==> src/rtl/spi_rx_slave_if.sv <==
// spi_rx_slave_if: pin and word-level bundle for the SPI mode-0 receiver.
//   sclk, cs_n, mosi, dc : SPI pins driven by the bus controller
//   miso                 : serial response from the peripheral
//   tx_data / tx_taken   : response word supplied to the peripheral / load strobe
//   rx_data / rx_dc      : last completed received word and its D/C tag
//   rx_valid             : strobe, rx_data/rx_dc updated
//   frame_err            : strobe, chip select released mid-word
// The slave modport is the peripheral (spi_rx_slave); master is the controller side.
`timescale 1ns/1ps
interface spi_rx_slave_if #(
  parameter int DW = 8
);
  logic          sclk;
  logic          cs_n;
  logic          mosi;
  logic          dc;
  logic          miso;
  logic [DW-1:0] tx_data;
  logic          tx_taken;
  logic [DW-1:0] rx_data;
  logic          rx_dc;
  logic          rx_valid;
  logic          frame_err;

  modport slave (
    input  sclk, cs_n, mosi, dc, tx_data,
    output miso, tx_taken, rx_data, rx_dc, rx_valid, frame_err
  );

  modport master (
    output sclk, cs_n, mosi, dc, tx_data,
    input  miso, tx_taken, rx_data, rx_dc, rx_valid, frame_err
  );
endinterface

==> src/rtl/spi_rx_slave.sv <==
// spi_rx_slave: SPI mode-0 peripheral-side receiver with a response shifter.
// Oversamples sclk/cs_n/mosi/dc on clk, deserialises mosi MSB first into DW-bit
// words tagged with the D/C bit, and serialises tx_data onto miso MSB first.
// Ports:
//   clk  : system clock, at least 8x the sclk rate
//   rst  : asynchronous active-high reset
//   bus  : spi_rx_slave_if.slave (pins, tx_data/tx_taken, rx_* and frame_err)
`timescale 1ns/1ps
module spi_rx_slave #(
  parameter int DW = 8
) (
  input  logic          clk,
  input  logic          rst,
  spi_rx_slave_if.slave bus
);

  localparam int            CW       = $clog2(DW + 1);
  localparam logic [CW-1:0] CNT_ZERO = {CW{1'b0}};
  localparam logic [CW-1:0] CNT_ONE  = CW'(1);
  localparam logic [CW-1:0] CNT_LAST = CW'(DW - 1);

  // Synchroniser chains: bit 0 = first stage, bit 1 = s2, bit 2 = s3 (edge reference).
  // mosi/dc are only consumed at s2, so they stop there.
  logic [2:0]    sclk_sync_r;
  logic [2:0]    cs_sync_r;
  logic [1:0]    mosi_sync_r;
  logic [1:0]    dc_sync_r;

  logic [CW-1:0] cnt_r;
  logic [DW-2:0] rx_shift_r;
  logic [DW-1:0] tx_shift_r;
  logic          miso_r;
  logic          tx_taken_r;
  logic [DW-1:0] rx_data_r;
  logic          rx_dc_r;
  logic          rx_valid_r;
  logic          frame_err_r;

  logic          sclk_rise_s;
  logic          sclk_fall_s;
  logic          cs_rise_s;
  logic          cs_fall_s;
  logic          selected_s;
  logic [DW-1:0] rx_word_s;
  logic [DW-1:0] tx_shift_nxt_s;
  logic          tx_load_s;

  assign sclk_rise_s = sclk_sync_r[1] & ~sclk_sync_r[2];
  assign sclk_fall_s = ~sclk_sync_r[1] & sclk_sync_r[2];
  assign cs_rise_s   = cs_sync_r[1] & ~cs_sync_r[2];
  assign cs_fall_s   = ~cs_sync_r[1] & cs_sync_r[2];
  assign selected_s  = ~cs_sync_r[1];
  assign rx_word_s   = {rx_shift_r, mosi_sync_r[1]};

  // Pin synchronisers; cs_n resets to the deselected level so reset release cannot fake a select.
  always_ff @(posedge clk or posedge rst) begin
    if (rst) begin
      sclk_sync_r <= 3'b000;
      cs_sync_r   <= 3'b111;
      mosi_sync_r <= 2'b00;
      dc_sync_r   <= 2'b00;
    end else begin
      sclk_sync_r <= {sclk_sync_r[1:0], bus.sclk};
      cs_sync_r   <= {cs_sync_r[1:0], bus.cs_n};
      mosi_sync_r <= {mosi_sync_r[0], bus.mosi};
      dc_sync_r   <= {dc_sync_r[0], bus.dc};
    end
  end

  // Next response-shifter value. A cs_n rise discards any sclk edge in the same cycle.
  // A word boundary (counter at 0) on an sclk fall reloads instead of shifting.
  always_comb begin
    tx_shift_nxt_s = tx_shift_r;
    tx_load_s      = 1'b0;
    if (cs_rise_s) begin
      tx_shift_nxt_s = tx_shift_r;
      tx_load_s      = 1'b0;
    end else if (cs_fall_s || (selected_s && sclk_fall_s && (cnt_r == CNT_ZERO))) begin
      tx_shift_nxt_s = bus.tx_data;
      tx_load_s      = 1'b1;
    end else if (selected_s && sclk_fall_s) begin
      tx_shift_nxt_s = {tx_shift_r[DW-2:0], 1'b0};
      tx_load_s      = 1'b0;
    end else begin
      tx_shift_nxt_s = tx_shift_r;
      tx_load_s      = 1'b0;
    end
  end

  // Receive datapath, bit counter, response shifter and registered outputs.
  always_ff @(posedge clk or posedge rst) begin
    if (rst) begin
      cnt_r       <= CNT_ZERO;
      rx_shift_r  <= {(DW-1){1'b0}};
      tx_shift_r  <= {DW{1'b0}};
      miso_r      <= 1'b0;
      tx_taken_r  <= 1'b0;
      rx_data_r   <= {DW{1'b0}};
      rx_dc_r     <= 1'b0;
      rx_valid_r  <= 1'b0;
      frame_err_r <= 1'b0;
    end else begin
      tx_shift_r  <= tx_shift_nxt_s;
      tx_taken_r  <= tx_load_s;
      // miso is forced low whenever the synchronised select is inactive (no tri-state).
      miso_r      <= selected_s ? tx_shift_nxt_s[DW-1] : 1'b0;
      rx_valid_r  <= 1'b0;
      frame_err_r <= 1'b0;
      if (cs_rise_s) begin
        // Partial word is dropped; only a non-zero count means the frame was cut short.
        frame_err_r <= (cnt_r != CNT_ZERO);
        cnt_r       <= CNT_ZERO;
      end else if (selected_s && sclk_rise_s) begin
        rx_shift_r <= rx_word_s[DW-2:0];
        if (cnt_r == CNT_LAST) begin
          rx_data_r  <= rx_word_s;
          rx_dc_r    <= dc_sync_r[1];
          rx_valid_r <= 1'b1;
          cnt_r      <= CNT_ZERO;
        end else begin
          cnt_r <= cnt_r + CNT_ONE;
        end
      end else begin
        cnt_r <= cnt_r;
      end
    end
  end

  assign bus.miso      = miso_r;
  assign bus.tx_taken  = tx_taken_r;
  assign bus.rx_data   = rx_data_r;
  assign bus.rx_dc     = rx_dc_r;
  assign bus.rx_valid  = rx_valid_r;
  assign bus.frame_err = frame_err_r;

endmodule

==> src/flat_wrapper.sv <==
// flat-port wrapper written by rule: the top's interface ports become plain ports
module spi_rx_slave_flat 
#(
  parameter int DW = 8
)
  (clk, rst, bus_sclk, bus_cs_n, bus_mosi, bus_dc, bus_tx_data, bus_miso, bus_tx_taken, bus_rx_data, bus_rx_dc, bus_rx_valid, bus_frame_err);
  spi_rx_slave_if #(.DW(DW)) bus_i ();
  input  logic clk;
  input  logic rst;
  input wire logic [$bits(bus_i.sclk)-1:0] bus_sclk;
  input wire logic [$bits(bus_i.cs_n)-1:0] bus_cs_n;
  input wire logic [$bits(bus_i.mosi)-1:0] bus_mosi;
  input wire logic [$bits(bus_i.dc)-1:0] bus_dc;
  input wire logic [$bits(bus_i.tx_data)-1:0] bus_tx_data;
  output wire logic [$bits(bus_i.miso)-1:0] bus_miso;
  output wire logic [$bits(bus_i.tx_taken)-1:0] bus_tx_taken;
  output wire logic [$bits(bus_i.rx_data)-1:0] bus_rx_data;
  output wire logic [$bits(bus_i.rx_dc)-1:0] bus_rx_dc;
  output wire logic [$bits(bus_i.rx_valid)-1:0] bus_rx_valid;
  output wire logic [$bits(bus_i.frame_err)-1:0] bus_frame_err;
  assign bus_i.sclk = bus_sclk;
  assign bus_i.cs_n = bus_cs_n;
  assign bus_i.mosi = bus_mosi;
  assign bus_i.dc = bus_dc;
  assign bus_i.tx_data = bus_tx_data;
  assign bus_miso = bus_i.miso;
  assign bus_tx_taken = bus_i.tx_taken;
  assign bus_rx_data = bus_i.rx_data;
  assign bus_rx_dc = bus_i.rx_dc;
  assign bus_rx_valid = bus_i.rx_valid;
  assign bus_frame_err = bus_i.frame_err;
  spi_rx_slave #(.DW(DW)) u_core (.clk(clk), .rst(rst), .bus(bus_i));
endmodule
==> config.mk <==
export PLATFORM = sky130hd
export DESIGN_NAME = spi_rx_slave_flat
export DESIGN_NICKNAME = d
export VERILOG_FILES = /design/src/rtl/spi_rx_slave_if.sv /design/src/rtl/spi_rx_slave.sv /design/src/flat_wrapper.sv
export SDC_FILE = /design/constraint.sdc
export NUM_CORES = 1
export LEC_CHECK = 0
export CAP_MARGIN = 5
export CORE_ASPECT_RATIO = 1.5
export CORE_MARGIN = 5
export CORE_UTILIZATION = 56
export DETAILED_ROUTE_END_ITERATION = 8
export GPL_TIMING_DRIVEN = 0
export PLACE_DENSITY_LB_ADDON = 0.12
export SLEW_MARGIN = 30
export SYNTH_ARGS = -nofsm -noshare
export SYNTH_HDL_FRONTEND = slang
export SYNTH_SLANG_ARGS = --single-unit
==> constraint.sdc <==
create_clock -name clk -period 3.4 [get_ports clk]
set_input_delay 0.68 -clock clk [delete_from_list [all_inputs] [get_ports clk]]
set_output_delay 0.68 -clock clk [all_outputs]
set_load 0.03 [all_outputs]
* After elaboration in Yosys (flattened, before gate mapping)
Index checks and enable logic that the tools add are counted.
** Word-level totals
- Output and inout bits :: 13
- Word-level logic and storage cells :: 49
- Bits in registers :: 42
- Bits of input ports :: 14
** Operators by class
- Bitwise operators :: 9
- Muxes and demuxes :: 13
- Equal/unequal tests :: 1
- $add $sub $neg :: 1
- Reduce and logical (&&, ||, !) cells :: 11
** Operators with widths (number)
- $mux W8 :: 3
- $mux W4 :: 3
- $mux W1 :: 7
- $not A1 Y1 :: 5
- $add A4 B1 Y4 const B :: 1
- $and A1 B1 Y1 :: 4
- $eq A4 B3 Y1 const B :: 1
- $logic_not A4 Y1 :: 1
- $reduce_and A2 Y1 :: 2
- $reduce_bool A2 Y1 :: 2
- $reduce_bool A4 Y1 :: 1
- $logic_and A1 B1 Y1 :: 3
- $reduce_and A3 Y1 :: 1
- $logic_or A1 B1 Y1 :: 1

* Depth between registers and ports, before layout
- Depth in word-level cells :: 8
- Mapped depth :: 6
- Depth with buffers taken out :: 5

* Least setup slack after synthesis
Ideal clock, no wire load.
- Path type :: register to register
- Start point :: reg u_core.cnt_r[0]
- End point :: reg u_core.tx_shift_r[7]
- Required time :: 3321 ps
- Arrival :: 1531 ps
- Cell stages (with the launch flop) :: 7
- Path slack :: 1789 ps
- Path buffers :: 1
- Setup time :: 79 ps
- Cell sequence :: dfrtp_1 inv_1 ha_1 or3b_2 clkbuf_1 o22ai_2 mux2i_1
** On the way
- Cells in the longest elaborated chain, start to end :: 5
** RTL lines
- from (decl) :: line spi_rx_slave.sv:29 : logic [CW-1:0] cnt_r;
- from (signal assigned) :: line spi_rx_slave.sv:121 : cnt_r <= cnt_r + CNT_ONE;
- from (signal assigned) :: line spi_rx_slave.sv:124 : cnt_r <= cnt_r;
- $logic_not A4 Y1 :: line spi_rx_slave.sv:78 : end else if (cs_fall_s || (selected_s && sclk_fall_s && (cnt_r == CNT_ZERO))) begin
- $logic_and A1 B1 Y1 :: line spi_rx_slave.sv:78
- $logic_or A1 B1 Y1 :: line spi_rx_slave.sv:78
- $mux W8 :: line spi_rx_slave.sv:78
- $mux W8 :: line spi_rx_slave.sv:75 : if (cs_rise_s) begin
- net u_core.tx_shift_nxt_s[7] :: line spi_rx_slave.sv:45 : logic [DW-1:0] tx_shift_nxt_s;
- to (signal assigned) :: line spi_rx_slave.sv:95 : tx_shift_r <= {DW{1'b0}};
- to (signal assigned) :: line spi_rx_slave.sv:103 : tx_shift_r <= tx_shift_nxt_s;
- to (decl) :: line spi_rx_slave.sv:31 : logic [DW-1:0] tx_shift_r;
The timed path passes the listed nets, and every way through them passes these cells.
A chain may end at the register's enable or synchronous reset.

* Worst setup path after layout
- Start point :: reg u_core.rx_dc_r, in the netlist u_core.bus.rx_dc
- End point :: out bus_rx_dc
** RTL lines
- from (decl) :: line spi_rx_slave.sv:35 : logic rx_dc_r;
- from (signal assigned) :: line spi_rx_slave.sv:117 : rx_dc_r <= dc_sync_r[1];
- to (decl) :: line flat_wrapper.sv:18 : output wire logic [$bits(bus_i.rx_dc)-1:0] bus_rx_dc;
No word-level cell between the ends.

==> results.sh <==
export IMPL_maxCapViolCount=0
export IMPL_hold_class="reg2reg"
export IMPL_cp_max_fo=2
export IMPL_clock_latency_ns=0.29
export IMPL_die_w_um=55.4
export IMPL_yosysTopAreaCellShare_pct=56.4
export IMPL_wl_per_cell_um=16.2
export IMPL_die_area_um2=4330
export IMPL_antenna_cells=0
export IMPL_holdBufCountCts=0
export IMPL_layout_min_cycle_time_ns=2.01
export IMPL_fp_dieH_um=78.1
export IMPL_cts_buffer_depth=2
export IMPL_clk_pin_slew_ns=0.08
export IMPL_synth_top_area_cell="dfrtp_1"
export IMPL_start_kind="flip-flop"
export IMPL_arrival_ns=1.33
export IMPL_routed_wl_um=3370
export IMPL_synth_avg_cell_area_um2=12.9
export IMPL_clockRootBuffer="clkbuf_8"
export IMPL_async_flop_share_pct=100
export IMPL_ys_seq_elements=42
export IMPL_start_util_pct=58.8
export IMPL_coreArea_um2=2940
export IMPL_syn_num_nets=150
export IMPL_cts_resized=0
export IMPL_place_congestion=0.736
export IMPL_grt_overflow=0
export IMPL_tightest_slew_ns=0.660
export IMPL_area_delta_synth_final_pct=25.6
export IMPL_syn_cell_area_um2=1730
export IMPL_track_usage_pct=17.9
export IMPL_path_class="reg2out"
export IMPL_rows=24
export IMPL_setup_violations_final=0
export IMPL_dpl_hpwl_um=2490
export IMPL_hold_viol=0
export IMPL_rsz0062_at_grt="false"
export IMPL_finalCritPeriodShare_pct=59.2
export IMPL_port_buffers=26
export IMPL_via_per_inst=5.66
export IMPL_antenna_found_initial=0
export IMPL_power_static_leakage_nw=0.959
export IMPL_numPlacedInstances=200
export IMPL_drive_gt1_share_pct=21.3
export IMPL_power_density_nw_per_um2=523
export IMPL_drv_slew=0
export IMPL_grt_pass1_wl_um=6200
export IMPL_cp_end_kind="output pin"
export IMPL_yosys_warnings=0
export IMPL_synth_edf_count=0
export IMPL_grt_pass1_vias=1331
export IMPL_dr_total_vias=1178
export IMPL_synth_ff_type="dfrtp_1"
export IMPL_fmax_ghz=0.497
export IMPL_worstPathCellList="clkdlybuf4s50_1"
export IMPL_peakVddDrop_mv=0.384
export IMPL_cts_setup_buffers=0
export IMPL_timing_critical_path_buf_inv=1
export IMPL_status="finished, final reports clean"
export IMPL_h_tree_depth=2
export IMPL_ant_nets=0
export IMPL_nFillCells=237
export IMPL_cts_tree="done"
export IMPL_ys_top_cells_by_area="dfrtp_1, mux2_2, dfstp_2"
export IMPL_synth_cell_types=28
export IMPL_clock_sinks=42
export IMPL_cpLargestDelayFamily="buffers and inverters"
export IMPL_seq_area_frac_synth_pct=60.9
export IMPL_finalSetupTns_ns=0
export IMPL_max_slew_margin_pct=55.8
export IMPL_fin_cells=208
export IMPL_fin_skew_ns=0.00972
export IMPL_fin_nets=184
export IMPL_required_ns=2.72
export IMPL_ios=27
export IMPL_critPathMaxStageDelay_ns=0.68
export IMPL_drt_pass1_iter_count=4
export IMPL_grt_max_degree=27
export IMPL_cpMaxStageDelayCell="clkdlybuf4s50_1"
export IMPL_syn_inst=134
export IMPL_cts_buffers=5
export IMPL_route_detailed_drc=0
export IMPL_drt_initial_drc_count=33
-- power breakdown --
| group | total [W] | leakage (nW) | switching (W) | internal, W |
|---|---|---|---|---|
| clock | 0.000375 | 0.0524 | 0.000155 | 0.000220 |
| combinational | 0.000155 | 0.388 | 0.0000746 | 0.0000805 |
| sequential | 0.000608 | 0.519 | 0.0000442 | 0.000564 |
-- stage by stage --
| step | setup slack [ns] | cell area, um^2 | util (%) | hold slack [ns] | total power (W) |
|---|---|---|---|---|---|
| 2_1_floorplan | 1.75 | 1730 | - | 0.331 | 0.000707 |
| 3_3_place_gp | 0.988 | 2040 | 69.3 | 0.333 | 0.000756 |
| 3_5_place_dp | 1.63 | 2070 | 70.3 | 0.337 | 0.000772 |
| 4_1_cts | 1.37 | 2170 | 73.9 | 0.349 | 0.00115 |
| 5_1_grt | 1.34 | 2170 | 73.9 | 0.366 | 0.00120 |
| 6_report | 1.39 | 2170 | 73.9 | 0.344 | 0.00114 |
-- cell usage after synthesis (all sizes together) (3+ instances only) --
master  number
inv         13
nor3b        4
or3b         3
a32oi        6
a21oi        8
nand3        7
mux2i        5
o21ai        9
nand2        4
mux2        16
dfrtp       39
dfstp        3
-- placed cells by master, fill, tap and decap left out, drive strengths merged --
cell / instances
a21oi: 8
a22o: 1
a311o: 1
a32oi: 6
buf: 3
bufinv: 1
clkbuf: 9
clkdlybuf4s50: 26
dfrtp: 39
dfstp: 3
ha: 2
inv: 13
mux2: 16
mux2i: 5
nand2: 4
nand2b: 1
nand3: 7
nand3b: 1
nor2: 1
nor2b: 2
nor3b: 4
nor4b: 1
o21ai: 9
o21bai: 1
o22ai: 1
o2bb2ai: 1
or3b: 3
-- registers in the layout, indices dropped and copies added, names as in the netlist --
register              cells
u_core.bus.rx_data        8
u_core.tx_shift_r         8
u_core.rx_shift_r         7
u_core.cnt_r              4
u_core.cs_sync_r          3
u_core.sclk_sync_r        3
u_core.dc_sync_r          2
u_core.mosi_sync_r        2
u_core.bus.frame_err      1
u_core.bus.miso           1
u_core.bus.rx_dc          1
u_core.bus.rx_valid       1
u_core.bus.tx_taken       1
-- logic make-up (layout without fill, tap and decap cells) --
| logic type | count (synthesis) | in the layout | share of synthesized area, % |
|---|---|---|---|
| compound gates | 28 | 28 | 10.7 |
| fa+ha+maj | 2 | 2 | 1.44 |
| buf+inv | 17 | 52 | 3.97 |
| flops | 42 | 42 | 60.9 |
| mux | 21 | 21 | 13.3 |
| simple gates | 24 | 24 | 9.68 |
-- worst paths after layout --
| check | from | to | slack [ns] | depth (start not counted) |
|---|---|---|---|---|
| max | u_core.bus.rx_dc | bus_rx_dc | 1.39 | 1 |
| min | u_core.sclk_sync_r[0] | u_core.sclk_sync_r[1] | 0.34 | 0 |
| max reg2reg | u_core.cnt_r[0] | u_core.tx_shift_r[7] | 1.61 | 6 |
| min reg2reg | u_core.sclk_sync_r[0] | u_core.sclk_sync_r[1] | 0.34 | 0 |
| max in group asynchronous | rst | u_core.cs_sync_r[0] | 2.17 | 3 |
| min in group asynchronous | rst | u_core.tx_shift_r[6] | 0.70 | 2 |
-- layer usage --
layer | track usage (%) | routed length, um | up-vias
li1 | - | - | 545
met1 | 20.0 | 1360 | 598
met2 | 31.4 | 1830 | 31
met3 | 5.25 | 133 | 4
met4 | 7.54 | 43 | 0
met5 | 0 | 0 | -
-- layout make-up --
type	count	area, um^2	share of cell area, %
Clock buffer	7	76.3	3.51
Buffer	4	20.0	0.921
Inverter	13	48.8	2.24
Multi-Input combinational cell	75	608	28.0
Clock inverter	1	30.0	1.38
Sequential cell	42	1050	48.5
Tap cell	39	48.8	2.24
Timing Repair Buffer	27	288	13.2
No activity file was read; power rests on OpenSTA's default activity.
